===== src/rtl/arb_pkg.sv =====
// Shared types and constants for the two-requester channel arbiter.
// Latency: none (declarations only).
// Backpressure: not applicable.
// Contents: arbiter FSM state encoding and grant index constants.
package arb_pkg;

  typedef enum logic [1:0] {
    ST_FREE  = 2'd0,
    ST_LOCK0 = 2'd1,
    ST_LOCK1 = 2'd2
  } arb_state_t;

  localparam logic GRANT0 = 1'b0;
  localparam logic GRANT1 = 1'b1;

endpackage


===== src/rtl/mux2_arbiter_if.sv =====
// Valid/ready beat channel with packet delimiter, used for both requesters and the output.
// Latency: none (wires only).
// Backpressure: beat moves only on a cycle where valid and ready are both high.
// Signals: valid, ready, data[WIDTH], last. master drives valid/data/last; slave drives ready.
interface mux2_arbiter_if #(
  parameter int WIDTH = 32
);
  logic             valid;
  logic             ready;
  logic [WIDTH-1:0] data;
  logic             last;

  modport master (output valid, output data, output last, input ready);
  modport slave  (input valid, input data, input last, output ready);
endinterface


===== src/rtl/mux2_w.sv =====
// WIDTH-bit 2:1 data select built from one mux cell per bit.
// Latency: combinational.
// Backpressure: not applicable.
// Ports: sel (0 -> a, 1 -> b), a/b data inputs, y selected data.
module mux2_w #(
  parameter int WIDTH = 32
) (
  input  logic             sel,
  input  logic [WIDTH-1:0] a,
  input  logic [WIDTH-1:0] b,
  output logic [WIDTH-1:0] y
);

  for (genvar i = 0; i < WIDTH; i++) begin : g_bit
    assign y[i] = sel ? b[i] : a[i];
  end

endmodule


===== src/rtl/mux2_arbiter.sv =====
// Round-robin arbiter sharing one output slot between two requesters, with packet lock.
// Latency: 1 cycle input beat -> out_valid; one beat/cycle sustained when out ready stays high.
// Backpressure: both input readies drop while the output slot is full and not being drained.
// Ports: clk, reset_n (async, active-low); in0/in1 requester channels (slave); out channel (master);
//        out_src (requester of the slot beat), sel (registered grant), locked (mid-packet),
//        xfer_count (accepted beats, wraps).
module mux2_arbiter
  import arb_pkg::*;
#(
  parameter int WIDTH = 32,
  parameter int CNT_W = 16
) (
  input  logic             clk,
  input  logic             reset_n,
  mux2_arbiter_if.slave    in0,
  mux2_arbiter_if.slave    in1,
  mux2_arbiter_if.master   out,
  output logic             out_src,
  output logic             sel,
  output logic             locked,
  output logic [CNT_W-1:0] xfer_count
);

  arb_state_t       state;
  arb_state_t       state_nxt;
  logic             last_grant;
  logic             lg_eff;
  logic             grant;
  logic             slot_free;
  logic             xfer0;
  logic             xfer1;
  logic             xfer;
  logic             xfer_src;
  logic             xfer_last;
  logic [WIDTH-1:0] mux_data;
  logic             out_vld;
  logic [WIDTH-1:0] out_dat;
  logic             out_lst;

  assign slot_free = !out_vld || out.ready;

  // Ready follows the registered select only; the lock term is belt-and-braces
  // since sel already sits on the lock owner for the whole packet.
  assign in0.ready = (sel == GRANT0) && slot_free && (state != ST_LOCK1);
  assign in1.ready = (sel == GRANT1) && slot_free && (state != ST_LOCK0);

  assign xfer0     = in0.valid && in0.ready;
  assign xfer1     = in1.valid && in1.ready;
  assign xfer      = xfer0 || xfer1;
  assign xfer_src  = xfer1;
  assign xfer_last = xfer1 ? in1.last : in0.last;

  mux2_w #(.WIDTH(WIDTH)) u_mux (
    .sel (sel),
    .a   (in0.data),
    .b   (in1.data),
    .y   (mux_data)
  );

  always_comb begin
    state_nxt = state;
    case (state)
      ST_FREE:  if (xfer && !xfer_last) state_nxt = xfer_src ? ST_LOCK1 : ST_LOCK0;
      ST_LOCK0: if (xfer0 && in0.last) state_nxt = ST_FREE;
      ST_LOCK1: if (xfer1 && in1.last) state_nxt = ST_FREE;
      default:  state_nxt = ST_FREE;
    endcase
  end

  // Grant for the next cycle is decided with this cycle's transfer already
  // folded in, so alternation on ties is beat-by-beat rather than every other beat.
  always_comb begin
    lg_eff = xfer ? xfer_src : last_grant;
    grant  = sel;
    case (state_nxt)
      ST_LOCK0: grant = GRANT0;
      ST_LOCK1: grant = GRANT1;
      default: begin
        if (in0.valid && in1.valid) grant = ~lg_eff;
        else if (in0.valid)         grant = GRANT0;
        else if (in1.valid)         grant = GRANT1;
        else                        grant = sel;
      end
    endcase
  end

  always_ff @(posedge clk or negedge reset_n) begin
    if (!reset_n) begin
      state      <= ST_FREE;
      last_grant <= GRANT1;
      sel        <= GRANT0;
      locked     <= 1'b0;
      out_vld    <= 1'b0;
      out_dat    <= '0;
      out_lst    <= 1'b0;
      out_src    <= 1'b0;
      xfer_count <= '0;
    end else begin
      state  <= state_nxt;
      sel    <= grant;
      locked <= (state_nxt != ST_FREE);
      if (xfer) begin
        out_vld    <= 1'b1;
        out_dat    <= mux_data;
        out_lst    <= xfer_last;
        out_src    <= xfer_src;
        last_grant <= xfer_src;
        xfer_count <= xfer_count + CNT_W'(1);
      end else if (out.ready) begin
        out_vld <= 1'b0;
      end
    end
  end

  assign out.valid = out_vld;
  assign out.data  = out_dat;
  assign out.last  = out_lst;

endmodule

===== src/flat_wrapper.sv =====
// flat-port wrapper written by rule: the top's interface ports become plain ports
module mux2_arbiter_flat import arb_pkg::*;
#(
  parameter int WIDTH = 32,
  parameter int CNT_W = 16
)
  (clk, reset_n, out_src, sel, locked, xfer_count, in0_valid, in0_data, in0_last, in0_ready, in1_valid, in1_data, in1_last, in1_ready, out_valid, out_data, out_last, out_ready);
  mux2_arbiter_if #(.WIDTH(WIDTH)) in0_i ();
  mux2_arbiter_if #(.WIDTH(WIDTH)) in1_i ();
  mux2_arbiter_if #(.WIDTH(WIDTH)) out_i ();
  input  logic clk;
  input  logic reset_n;
  output logic out_src;
  output logic sel;
  output logic locked;
  output logic [CNT_W-1:0] xfer_count;
  input wire logic [$bits(in0_i.valid)-1:0] in0_valid;
  input wire logic [$bits(in0_i.data)-1:0] in0_data;
  input wire logic [$bits(in0_i.last)-1:0] in0_last;
  output wire logic [$bits(in0_i.ready)-1:0] in0_ready;
  input wire logic [$bits(in1_i.valid)-1:0] in1_valid;
  input wire logic [$bits(in1_i.data)-1:0] in1_data;
  input wire logic [$bits(in1_i.last)-1:0] in1_last;
  output wire logic [$bits(in1_i.ready)-1:0] in1_ready;
  output wire logic [$bits(out_i.valid)-1:0] out_valid;
  output wire logic [$bits(out_i.data)-1:0] out_data;
  output wire logic [$bits(out_i.last)-1:0] out_last;
  input wire logic [$bits(out_i.ready)-1:0] out_ready;
  assign in0_i.valid = in0_valid;
  assign in0_i.data = in0_data;
  assign in0_i.last = in0_last;
  assign in0_ready = in0_i.ready;
  assign in1_i.valid = in1_valid;
  assign in1_i.data = in1_data;
  assign in1_i.last = in1_last;
  assign in1_ready = in1_i.ready;
  assign out_valid = out_i.valid;
  assign out_data = out_i.data;
  assign out_last = out_i.last;
  assign out_i.ready = out_ready;
  mux2_arbiter #(.WIDTH(WIDTH), .CNT_W(CNT_W)) u_core (.clk(clk), .reset_n(reset_n), .in0(in0_i), .in1(in1_i), .out(out_i), .out_src(out_src), .sel(sel), .locked(locked), .xfer_count(xfer_count));
endmodule

===== config.mk =====
export PLATFORM = sky130hd
export DESIGN_NAME = mux2_arbiter_flat
export DESIGN_NICKNAME = d
export VERILOG_FILES = /design/src/rtl/arb_pkg.sv /design/src/rtl/mux2_arbiter_if.sv /design/src/rtl/mux2_w.sv /design/src/rtl/mux2_arbiter.sv /design/src/flat_wrapper.sv
export SDC_FILE = /design/constraint.sdc
export NUM_CORES = 1
export LEC_CHECK = 0
export ABC_AREA = 1
export CORE_MARGIN = 2
export CORE_UTILIZATION = 42
export DETAILED_ROUTE_END_ITERATION = 8
export GPL_ROUTABILITY_DRIVEN = 1
export HOLD_SLACK_MARGIN = 0.15
export PLACE_DENSITY_LB_ADDON = 0.25
export SKIP_CTS_REPAIR_TIMING = 1
export SYNTH_ARGS = -nofsm -noshare
export SYNTH_HDL_FRONTEND = slang
export SYNTH_SLANG_ARGS = --single-unit

===== constraint.sdc =====
create_clock -name clk -period 2.5 [get_ports clk]
set_input_delay 0.625 -clock clk [delete_from_list [all_inputs] [get_ports clk]]
set_output_delay 0.625 -clock clk [all_outputs]
set_load 0.005 [all_outputs]

# Word level (Yosys, flattened, before mapping)
# Index checks and enable logic that the tools add are counted.
word_totals:
  register_bits: 56
  out_inout_bits: 55
classes:
  add_sub_neg: 1
  n_eq_ne: 6
  muxes: 45
  bitwise: 2
  reduce_logical: 18
op_table:
  columns: ["op", "count"]
  rows:
  - ["1-bit two-way mux", 39]
  - ["16-bit by 1-bit adder with 16-bit output, second input constant", 1]
  - ["1-bit logical AND", 10]
  - ["2-bit two-way mux", 4]
  - ["2-bit one-hot mux with 3 select lines", 1]
  - ["5-bit nonzero test", 1]
  - ["2-bit by 1-bit equality test with 1-bit output, second input constant", 2]
  - ["2-bit equality test, second input constant", 2]
  - ["2-bit nonzero test", 2]
  - ["1-bit logical NOT", 2]
  - ["2-bit logical NOT", 1]
  - ["1-bit logical OR", 2]
  - ["2-bit by 1-bit != test with 1-bit output, second input constant", 1]
  - ["2-bit != test, second input constant", 1]
  - ["1-bit inverter", 2]
  - ["1-bit one-hot mux with 2 select lines", 1]

# Depth between registers and ports, before layout
logic_depth:
  ltp_word: 12
  mapped_depth: 12

# By module
# From an unflattened synthesis, not the netlist that was laid out.
unflattened:
  cells_unflattened: 417
  hier_area_um2: 3060.4
by_module_without_submodules:
  columns: ["mod", "instances", "cells_each", "area_per_inst_um2"]
  rows:
  - ["mux2_arbiter", 1, 313, 2568.7]
  - ["mux2_w", 1, 104, 491.7]

# Worst setup path before layout
# Ideal clock, no wire load.
synth_path:
  path_kind: "input-to-reg"
  from: "input out_ready"
  to: "register u_core.sel"
  arrival_time_ns: 1.897
  path_slack_ns: 0.538
  stages: 12
  path_cell_list: "inv_1 > nand2_2 > nand4_2 > nand2_1 > buf_6 > nand3_1 > nor2_1 > nor2_1 > ha_1 > nor2_1 > nand2_1 > nand2_1"
synth_between:
  elab_chain_cells: 11
synth_rtl:
  columns: ["element", "line", "text"]
  rows:
  - ["from (decl)", "flat_wrapper.sv:28", "input wire logic [$bits(out_i.ready)-1:0] out_ready;"]
  - ["1-bit logical OR *", "mux2_arbiter.sv:40", "assign slot_free = !out_vld || out.ready;"]
  - ["1-bit logical AND (2 in series)", "mux2_arbiter.sv:45", "assign in1.ready = (sel == GRANT1) && slot_free && (state != ST_LOCK0);"]
  - ["1-bit logical AND", "mux2_arbiter.sv:48", "assign xfer1 = in1.valid && in1.ready;"]
  - ["1-bit two-way mux", "mux2_arbiter.sv:51", "assign xfer_last = xfer1 ? in1.last : in0.last;"]
  - ["1-bit logical NOT", "mux2_arbiter.sv:63", "ST_FREE: if (xfer && !xfer_last) state_nxt = xfer_src ? ST_LOCK1 : ST_LOCK0;"]
  - ["1-bit logical AND", "mux2_arbiter.sv:63", null]
  - ["2-bit two-way mux", "mux2_arbiter.sv:63", null]
  - ["2-bit one-hot mux with 3 select lines", "mux2_arbiter.sv:62", "case (state)"]
  - ["2-bit equality test or 2-bit by 1-bit equality test with 1-bit output (tied branches)", "mux2_arbiter.sv:75", "case (state_nxt)"]
  - ["1-bit one-hot mux with 2 select lines or 5-bit nonzero test (tied branches)", null, null]
  - ["to (signal assigned)", "mux2_arbiter.sv:100", "sel <= grant;"]
  - ["to (decl)", "mux2_arbiter.sv:19", "output logic sel,"]
# Mark *: on every way between the ends. The rest lies on a longest branch, timed or not.
# A chain may end at the register's enable or synchronous reset.

# Worst setup path after layout
layout_path:
  from: "register u_core.sel"
  to: "output sel"
layout_lines:
  columns: ["element", "line", "text"]
  rows:
  - ["to (decl)", "flat_wrapper.sv:14", "output logic sel;"]
# No word-level cell between the ends.

==> metrics.yaml <==
run_status:
  status: "finished, final reports clean"
cells_and_area:
  layout.nets: 550
  fillers: 567
  antennaDiodeCount: 0
  areaGrowthSynthToFinish_pct: 50.3
  drive_above_1_share_pct: 6.29
timing:
  slew_headroom_pct: 54.9
  tightest_slew_ns: 0.676
  clock_skew_ns: 0.00383
  setup_tns_ns: 0
  rsz0062_at_grt: "false"
  drv_slew: 0
  finalSetupViolCount: 0
  clock.fmax_mhz: 454
  period_needed_ns: 2.20
  period_share_pct: 88.2
  hold_ws_ns: 0.345
  hold_viol_final: 0
power:
  p_sw_share_pct: 36.4
  report.power.total_w: 0.00437
  power.density_mw_per_mm2: 1020
  p_comb_share_pct: 50.9
  p_int_w: 0.00278
  vdd_ir_drop_max_v: 0.000598
  p_seq_share_pct: 35.8
  power_leakage_nw: 1.85
  power.share.clock_pct: 13.3
  switching_power_w: 0.00159
detailed_routing:
  vias: 2757
  ant_nets: 0
  wl_um: 7470
  drt_iter0_drc: 106
  drc_errors: 0
  drtPass1Iterations: 5
  vias_per_cell: 4.98
  post_drt_wl_per_cell_um: 13.5
clock_network:
  clock_latency_ns: 0.30
  cts_tree: "done"
  clock_sinks: 56
  clkSlewWorstSetupHoldPaths_ns: 0.09
  root_buffer: "clkbuf_8"
  cts.htree.levels: 2
  clk_path_buf_depth: 2
  cts_buffers: 5
synth:
  ys.warnings.count: 0
  syn_area_per_cell_um2: 8.07
  netlist_area_mm2: 0.00284
  netlist_instances: 352
  ys_ff_latch: 56
  syn_nets: 426
  synth-seq-area-share_pct: 49.4
  yosysUniqueCellTypes: 27
floorplan:
  core_area_mm2: 0.00646
  io_pins: 126
  die_w_um: 86.3
  fp-row-count: 29
  die_y_um: 86.3
  initial_core_util_pct: 44.0
  dieArea_mm2: 0.00744
global_routing:
  antenna_found_initial: 0
  grt_overflow: 0
  grt_pass1_wl_um: 12500
  grt_pass1_vias: 2756
  grt_max_degree: 47
  track_usage_pct: 21.0
worst_setup_path:
  end_kind: "output pin"
  startpoint: "u_core.sel"
  critPathKind: "flip-flop to output pin"
  critical_path_arrival_ns: 1.58
  cp_max_fo: 34
  start_kind: "flip-flop"
  cp_cell_sequence: "buf_4, clkdlybuf4s50_1"
  critPathSlowestCell: "clkdlybuf4s50_1"
  crit_family: "buffers and inverters"
  r2r-start: "u_core.sel"
  cp.required_ns: 1.88
  cp_slowest_stage_delay_ns: 0.57
  crit_buf_inv: 2
min_path:
  hold_path_class: "primary input to async pin"
placed_design:
  dp_hpwl_um: 5660
  place_congestion: 0.894
  port_buffers: 125
job:
  cap_violations: 0
-- layout make-up --
| type | count | area (um^2) | area share, % |
|---|---|---|---|
| clock buffer | 6 | 72.6 | 1.70 |
| multi-input combinational | 260 | 1270 | 29.7 |
| tap | 77 | 96.3 | 2.26 |
| inverter | 21 | 78.8 | 1.85 |
| sequential | 56 | 1400 | 32.8 |
| timing repair buffer | 132 | 1320 | 30.8 |
| clock inverter | 2 | 35.0 | 0.820 |
-- state kept, by name, indices dropped and copies added (netlist names) --
signal / count
u_core.last_grant: 1
u_core.locked: 1
u_core.out.data: 32
u_core.out.last: 1
u_core.out.valid: 1
u_core.out_src: 1
u_core.sel: 1
u_core.state: 2
u_core.xfer_count: 16
-- kinds of logic after synthesis --
logic type | after synthesis | share of synthesized area [%]
AOI/OAI and AO/OA | 79 | 14.1
buffers and inverters | 36 | 5.94
and+or+nand+nor | 170 | 26.8
DFF | 56 | 49.4
xor gates and xnor gates | 8 | 2.47
adders and majority gates | 3 | 1.32
-- per-stage QoR --
stage / area, um^2 / setup WS (ns) / utilization [%] / cells
floorplan: 2840 / 0.538 / - / 352
global route: 4270 / 0.162 / 66.1 / 554
global placement: 4160 / 0.0384 / 64.4 / 546
CTS: 4270 / 0.0251 / 66.1 / 554
finish: 4270 / 0.295 / 66.1 / 554
detailed placement: 4160 / -0.00376 / 64.4 / 546
-- cell usage after synthesis --
library cell	number	area [um^2]
o21bai_1	1	7.51
inv_1	19	71.3
buf_4	4	30.0
or2_2	7	43.8
ha_1	3	37.5
xnor2_1	5	43.8
buf_6	2	22.5
and3_1	1	6.26
o21ai_0	45	225
buf_2	3	15.0
nand4_1	2	12.5
o21ai_1	29	145
dfstp_2	1	26.3
inv_2	2	7.51
or2_0	24	150
nand2_1	98	368
o21a_1	1	7.51
nand4_2	2	25.0
or2_1	1	6.26
clkbuf_1	6	22.5
a21oi_1	3	15.0
nand2_2	3	18.8
nand3_1	8	40.0
nor3_1	1	5.00
xor2_1	3	26.3
nor2_1	23	86.3
dfrtp_1	55	1380
-- placed cells by master, fill, tap and decap left out --
master	instances
a21oi_1	3
nand4_2	2
o21a_1	1
buf_12	1
clkbuf_8	5
xnor2_1	5
o21bai_1	1
o21ai_1	29
buf_2	1
nand2_2	3
nand3_1	8
nor2_1	23
clkinv_2	1
inv_1	19
and3_1	1
buf_4	6
inv_2	2
nand2_1	98
o21ai_0	45
dfstp_2	1
or2_2	7
dlymetal6s2s_1	2
clkdlybuf4s50_1	122
nor3_1	1
or2_1	1
clkbuf_1	1
or2_0	24
bufinv_16	1
dfrtp_1	55
xor2_1	3
nand4_1	2
ha_1	3
-- metal layers --
layer  share of wire (%)  GRT usage, %
met1                  42          25.2
met2                  48          36.6
met3                 8.0          6.10
met5                   0             0
met4                 1.6          6.53
-- path summary, 6_finish.rpt --
| kind | end | slack (ns) | cells past startpoint |
|---|---|---|---|
| hold / removal | u_core.out.data[13] | 0.35 | 1 |
| min in group clk | u_core.last_grant | 0.48 | 2 |
| hold reg to reg | u_core.last_grant | 0.48 | 2 |
| max in group asynchronous | u_core.last_grant | 1.50 | 2 |
| setup reg to reg | u_core.out.data[20] | 0.57 | 8 |
| setup / recovery | sel | 0.30 | 2 |
-- power groups by stage --
stage | Combinational, W | Clock, W | Sequential, W
3_5_place_dp | 0.00226 | 0 | 0.00158
3_3_place_gp | 0.00220 | 0 | 0.00156
5_1_grt | 0.00251 | 0.000637 | 0.00162
4_1_cts | 0.00227 | 0.000596 | 0.00156
6_report | 0.00223 | 0.000580 | 0.00156
2_1_floorplan | 0.00109 | 0 | 0.00159
(Power assumes the default switching activity.)
